## src/rtl/cic_decimator.sv

```systemverilog
// N-stage CIC decimator: integrators at the input strobe rate, combs at the
// decimation strobe rate, then a rounded and saturated arithmetic right shift.
module cic_decimator #(
  parameter int ORDER = 3,
  parameter int IN_W  = 16,
  parameter int OUT_W = 16,
  parameter int ACC_W = 37,
  parameter int SHIFT = 6
) (
  input  logic             clk,
  input  logic             rst,
  input  logic             clkEnA,
  input  logic             clkEnB,
  input  logic             iClr,
  input  logic [IN_W-1:0]  iIn,
  output logic [OUT_W-1:0] oOut,
  output logic             oValid,
  output logic             oSat
);

  localparam int RP = (SHIFT > 0) ? SHIFT - 1 : 0;
  localparam logic signed [ACC_W:0] RND  = (SHIFT > 0) ? ((ACC_W+1)'(1) << RP) : '0;
  localparam logic signed [ACC_W:0] MAXV = {{(ACC_W+2-OUT_W){1'b0}}, {(OUT_W-1){1'b1}}};
  localparam logic signed [ACC_W:0] MINV = {{(ACC_W+2-OUT_W){1'b1}}, {(OUT_W-1){1'b0}}};

  logic [ACC_W-1:0] integ [ORDER];
  logic [ACC_W-1:0] comb  [ORDER];
  logic [ACC_W-1:0] dly   [ORDER];
  logic             pend;
  logic [ACC_W-1:0] in_ext;
  logic signed [ACC_W:0] rsum;
  logic signed [ACC_W:0] rsh;

  assign in_ext = {{(ACC_W-IN_W){iIn[IN_W-1]}}, iIn};

  // Integrator cascade, pipelined on old register values, wrapping modulo 2^ACC_W
  always_ff @(posedge clk or posedge rst) begin
    if (rst) begin
      for (int unsigned k = 0; k < ORDER; k++) integ[k] <= '0;
    end else if (iClr) begin
      for (int unsigned k = 0; k < ORDER; k++) integ[k] <= '0;
    end else if (clkEnA) begin
      integ[0] <= integ[0] + in_ext;
      for (int unsigned k = 1; k < ORDER; k++) integ[k] <= integ[k] + integ[k-1];
    end
  end

  // Comb cascade at the decimated rate; samples the pre-edge last integrator
  always_ff @(posedge clk or posedge rst) begin
    if (rst) begin
      for (int unsigned k = 0; k < ORDER; k++) begin
        comb[k] <= '0;
        dly[k]  <= '0;
      end
      pend <= 1'b0;
    end else if (iClr) begin
      for (int unsigned k = 0; k < ORDER; k++) begin
        comb[k] <= '0;
        dly[k]  <= '0;
      end
      pend <= 1'b0;
    end else begin
      pend <= clkEnB;
      if (clkEnB) begin
        comb[0] <= integ[ORDER-1] - dly[0];
        dly[0]  <= integ[ORDER-1];
        for (int unsigned k = 1; k < ORDER; k++) begin
          comb[k] <= comb[k-1] - dly[k];
          dly[k]  <= comb[k-1];
        end
      end
    end
  end

  // Round half toward +inf, one guard bit above ACC_W so the bias cannot wrap
  always_comb begin
    rsum = $signed({comb[ORDER-1][ACC_W-1], comb[ORDER-1]}) + RND;
    rsh  = rsum >>> SHIFT;
  end

  // Registered, saturated output one clock after the comb update
  always_ff @(posedge clk or posedge rst) begin
    if (rst) begin
      oOut   <= '0;
      oValid <= 1'b0;
      oSat   <= 1'b0;
    end else if (iClr) begin
      oOut   <= '0;
      oValid <= 1'b0;
      oSat   <= 1'b0;
    end else begin
      oValid <= pend;
      if (pend) begin
        if (rsh > MAXV) begin
          oOut <= MAXV[OUT_W-1:0];
          oSat <= 1'b1;
        end else if (rsh < MINV) begin
          oOut <= MINV[OUT_W-1:0];
          oSat <= 1'b1;
        end else begin
          oOut <= rsh[OUT_W-1:0];
          oSat <= 1'b0;
        end
      end
    end
  end

endmodule

```

## config.mk

```make
export PLATFORM = sky130hd
export DESIGN_NAME = cic_decimator
export DESIGN_NICKNAME = d
export VERILOG_FILES = /design/src/rtl/cic_decimator.sv
export SDC_FILE = /design/constraint.sdc
export NUM_CORES = 1
export LEC_CHECK = 0
export CORE_UTILIZATION = 55
export DETAILED_ROUTE_END_ITERATION = 16
export PLACE_DENSITY = 0.75
export SYNTH_ARGS = -nofsm -noshare
export SYNTH_HDL_FRONTEND = slang
export SYNTH_SLANG_ARGS = --single-unit
```

## constraint.sdc

```tcl
create_clock -name clk -period 11.25 [get_ports clk]
set_input_delay 1.125 -clock clk [delete_from_list [all_inputs] [get_ports clk]]
set_output_delay 1.125 -clock clk [all_outputs]
set_load 0.01 [all_outputs]
```

After elaboration in Yosys (flattened, before gate mapping)
Index checks and enable logic that the tools add are counted.
{ "totals": {"reg_bits": 352, "output_inout_bits": 18} }
{ "classes": {"n_addsub": 7, "order_cmp": 2, "muxes": 16, "n_reduce_logical": 3} }
{ "ops": {"columns": ["cell", "n"], "rows": [
  ["$mux 111", 6],
  ["$add 37x37->37", 3],
  ["$sub 37x37->37", 3],
  ["$mux 16", 4],
  ["$add 37x7->38 const B", 1],
  ["$gt 32x16->1 const B", 1],
  ["$lt 32x16->1 const B", 1],
  ["$mux 1", 6],
  ["$reduce_bool 2->1", 3]
]} }

Logic depth before layout (Yosys ltp)
{ "depth": {"depth_word": 6, "mapped_depth": 14, "ltp_nobuf": 14} }

Worst setup path before layout
OpenSTA, ideal clock, no wires.
{ "synth_path": {"kind": "input port to flip-flop", "from": "input port iIn[0]", "to": "register integ[110] in the netlist's numbering", "setup_time_ns": 0.127, "arrival_ns": 3.865, "required_time_ns": 11.123, "setup_slack_ns": 7.258, "path_stages": 12, "path_cell_list": "ha_1 > fa_1 > a211oi_1 > o21bai_1 > a21oi_1 > o211ai_1 > a21o_1 > a31oi_1 > o21ai_1 > nor4bb_1 > o31a_1 > mux2_1"} }
{ "synth_between": {"elab_chain_len": 3} }
{ "synth_lines": {"columns": ["element", "line_no", "rtl"], "rows": [
  ["start, declared", "15", "input logic [IN_W-1:0] iIn,"],
  ["$add 37x37->37", "43", "integ[0] <= integ[0] + in_ext;"],
  ["$mux 111", "42", "end else if (clkEnA) begin"],
  ["$mux 111", "40", "end else if (iClr) begin"],
  ["end, declared", "26", "logic [ACC_W-1:0] integ [ORDER];"]
]} }
No other way between the ends. The select of a mux whose other input is x is not followed.
A chain may end at the register's enable or synchronous reset.

Worst setup path after layout
Same ends and word-level chain as after synthesis.

==> metrics.csv <==
metric;value;unit
leak pwr;13.1;nW
post-CTS resize count;0;
Post CTS Setup Buffer Count;0;
nets;3014;
number of synthesized flops with an enable pin;0;
RR Startpoint;integ[74]$_DFFE_PP0P_;
WHS Path Cells;1;
Avg Vias per Cell;5.82;
vias in the first global route;19646;
Skew-Pair Late Insertion Delay;0.56;ns
Setup TNS Final;0;ns
Gate power share;0.462;
buffers and inverters on the worst path;1;
clock-pin transition on the worst setup and hold timing paths;0.06;ns
Pre-antenna DRT Iters;8;
final hold violations;0;
total gr overflow;0;
# port buffers;38;
io pins;39;
CTS tree;done;
CP required;11.68;ns
Seq/Total Area, Yosys;0.350;
DP Cell Count;3323;
DP Wirelength;37300;um
clock share of power;0.237;
RSZ-0062 raised after global routing;no;
die height;214;um
post-route ant nets;0;
Crit path arrival time;4.96;ns
via count;19768;
H-tree levels;2;
largest net degree at the start of global routing;165;
switch share;0.386;
Int Power;3.53;mW
Flop pwr share;0.301;
Sw Pwr;2.22;mW
worst r2r path cells;12;
setup violators final;0;
worst hold start;oOut[9]$_DFFE_PP0P_;
Mapped Nets;3028;
post-route minimum period;4.53;ns
ys flop type;dfrtp_1;
All-Layer GR Usage;0.234;
Syn Area/Cell;8.90;um2
Hold WC Path Type;register to register;
clock buffer depth;3;
Critical Path, Cell by Cell;clkdlybuf4s50_1, ha_1, fa_1, a211oi_1, o21bai_1, a21oi_1, o211ai_1, a21o_1, a31oi_1, o21ai_1, nor4bb_1, o31a_1, mux2_1;
clock sink total;347;
fin crit share;0.402;
DRC Markers;0;
initial antenna violation count;0;
Fillers;3782;
final non-filler cell total;3394;
antenna cell count;0;
Slew @ Worst Pin;1.22;ns
Starting Density;0.560;
kind of critical path;input port to register;
Core Rows;77;
share of cells above drive strength 1;0.0385;
Achievable Freq;221;MHz
Routed Wire Length;52900;um
routability cong.;0.912;
Worst Setup End Kind;register;
Num CTS Buffers;39;
CP Max Fanout;4;
maximum vdd ir drop;0.101;mV
distinct cell type count after synthesis;80;
CP peak stage delay;0.43;ns
commonest cells after routing, fill and taps aside;386 x nor2_1, 347 x dfrtp_1, 216 x mux2i_1, 216 x ha_1, 200 x a21oi_1;
Syn Inst Count;2786;
WHS Endpoint;oOut[9]$_DFFE_PP0P_;
status;finished clean;
cts hold-fix bufs;0;
Max Slew Vio Count;0;
MaxCap Viol Count;0;
wire per inst;15.6;um
die footprint;45900;um2
R2R Setup Slk;7.26;ns
relative slew slack;0.184;
DR iter-0 viols;1027;
CTS root buf;clkbuf_16;
yosys warns;0;
Worst Clk Skew;0.0171;ns
core area;44300;um2
Mapped Area;24800;um2
Top Family by Delay on Critical Path;compound AO/OA/AOI/OAI gates;
first-pass GRT wire length;92300;um
Die Width;214;um
Layout area overhead;8.91;%
Worst path slowest cell;fa_1;
Pwr per Cell Area;213;nW/um2
element type at the critical path start;input port;
commonest non-fill, non-tap cell in the layout;nor2_1;
FF+latch count, synth;347;
Async S/R FF share, synth;1.00;
worst r2r dst;integ[110]$_DFFE_PP0P_;
==> metrics by stage <==
stage                     total power [mW]  hold slack [ns]  cell area, um2  setup slack, ns  utilization
after floorplan                       3.84            0.478           24800            0.503            -
after global placement                4.29            0.469           25600             6.32        0.578
after detailed placement              4.37            0.497           25600             6.22        0.578
after CTS                             5.77            0.510           27000             6.78        0.610
after global routing                  6.20            0.530           27000             6.66        0.610
final                                 5.75            0.509           27000             6.72        0.610
==> sequential cells by signal, indices dropped and copies added (netlist names) <==
name,cells
oValid,1
comb,106
oSat,1
oOut,16
pend,1
dly,111
integ,111
==> final cells by class <==
cell class	instances	area, um2	share of cell area
clock inverters	19	260	0.00963
repair buffers	51	498	0.0184
inverters	172	653	0.0242
flip-flops and latches	347	8680	0.321
multi-input cells	2161	15100	0.558
clock buffers	52	1120	0.0413
well taps	592	741	0.0274
==> routing by layer <==
metal,wire (um),GRT usage,vias to the layer above
met4,1490,0.0838,0
met3,1410,0.0235,98
li1,-,-,9919
met1,24200,0.293,9429
met2,25800,0.419,322
met5,0,0,-
==> synthesized netlist by cell type (12+ instances only) <==
library cell / instances / share of area
o31ai_1: 13 / 0.0039
nand3_1: 54 / 0.011
a31oi_1: 23 / 0.0058
a211oi_1: 49 / 0.015
mux2i_1: 216 / 0.087
or3_1: 21 / 0.0053
inv_1: 171 / 0.026
buf_1: 29 / 0.0044
nor2b_1: 27 / 0.0068
nand3b_1: 16 / 0.0048
nand4_1: 22 / 0.0055
ha_1: 216 / 0.11
xor2_1: 66 / 0.023
a21oi_1: 200 / 0.040
and2_1: 12 / 0.0030
a21o_1: 86 / 0.026
nand2_1: 160 / 0.024
nor3_1: 45 / 0.0091
o21a_1: 29 / 0.0088
nand2b_1: 33 / 0.0083
xnor2_1: 110 / 0.039
clkbuf_1: 75 / 0.011
and3_1: 28 / 0.0071
a221o_1: 17 / 0.0069
o21bai_1: 36 / 0.011
o22ai_1: 15 / 0.0038
o211ai_1: 22 / 0.0067
dfrtp_1: 347 / 0.35
o21ai_0: 107 / 0.022
nor2_1: 386 / 0.058
==> logic make-up after synthesis <==
| family | Yosys count | share of synthesized area |
|---|---|---|
| muxes | 221 | 0.0894 |
| DFF | 347 | 0.350 |
| AOI/OAI and AO/OA | 696 | 0.185 |
| xor gates and xnor gates | 176 | 0.0621 |
| adders and majority gates | 221 | 0.113 |
| and+or+nand+nor | 847 | 0.158 |
| buffers and inverters | 278 | 0.0427 |
==> power groups by stage <==
stage          Combinational (mW)  Sequential (mW)  Clock, mW
2_1_floorplan                2.19             1.65          0
3_5_place_dp                 2.62             1.75          0
3_3_place_gp                 2.55             1.74          0
6_report                     2.66             1.73       1.36
4_1_cts                      2.64             1.73       1.39
5_1_grt                      2.99             1.77       1.44
==> worst max-delay path by stage <==
stage | slack [ns] | depth (start not counted) | to | from
final | 6.72 | 13 | integ[110]$_DFFE_PP0P_ | iIn[0]
after CTS | 6.78 | 13 | integ[110]$_DFFE_PP0P_ | iIn[0]
after detailed placement | 6.22 | 13 | integ[110]$_DFFE_PP0P_ | iIn[0]
after global routing | 6.66 | 13 | integ[110]$_DFFE_PP0P_ | iIn[0]
after floorplan | 0.50 | 1 | comb[100]$_DFFE_PP0P_ | rst
after global placement | 6.32 | 13 | integ[110]$_DFFE_PP0P_ | iIn[0]
Note: power is estimated with default switching activity, not from simulation.
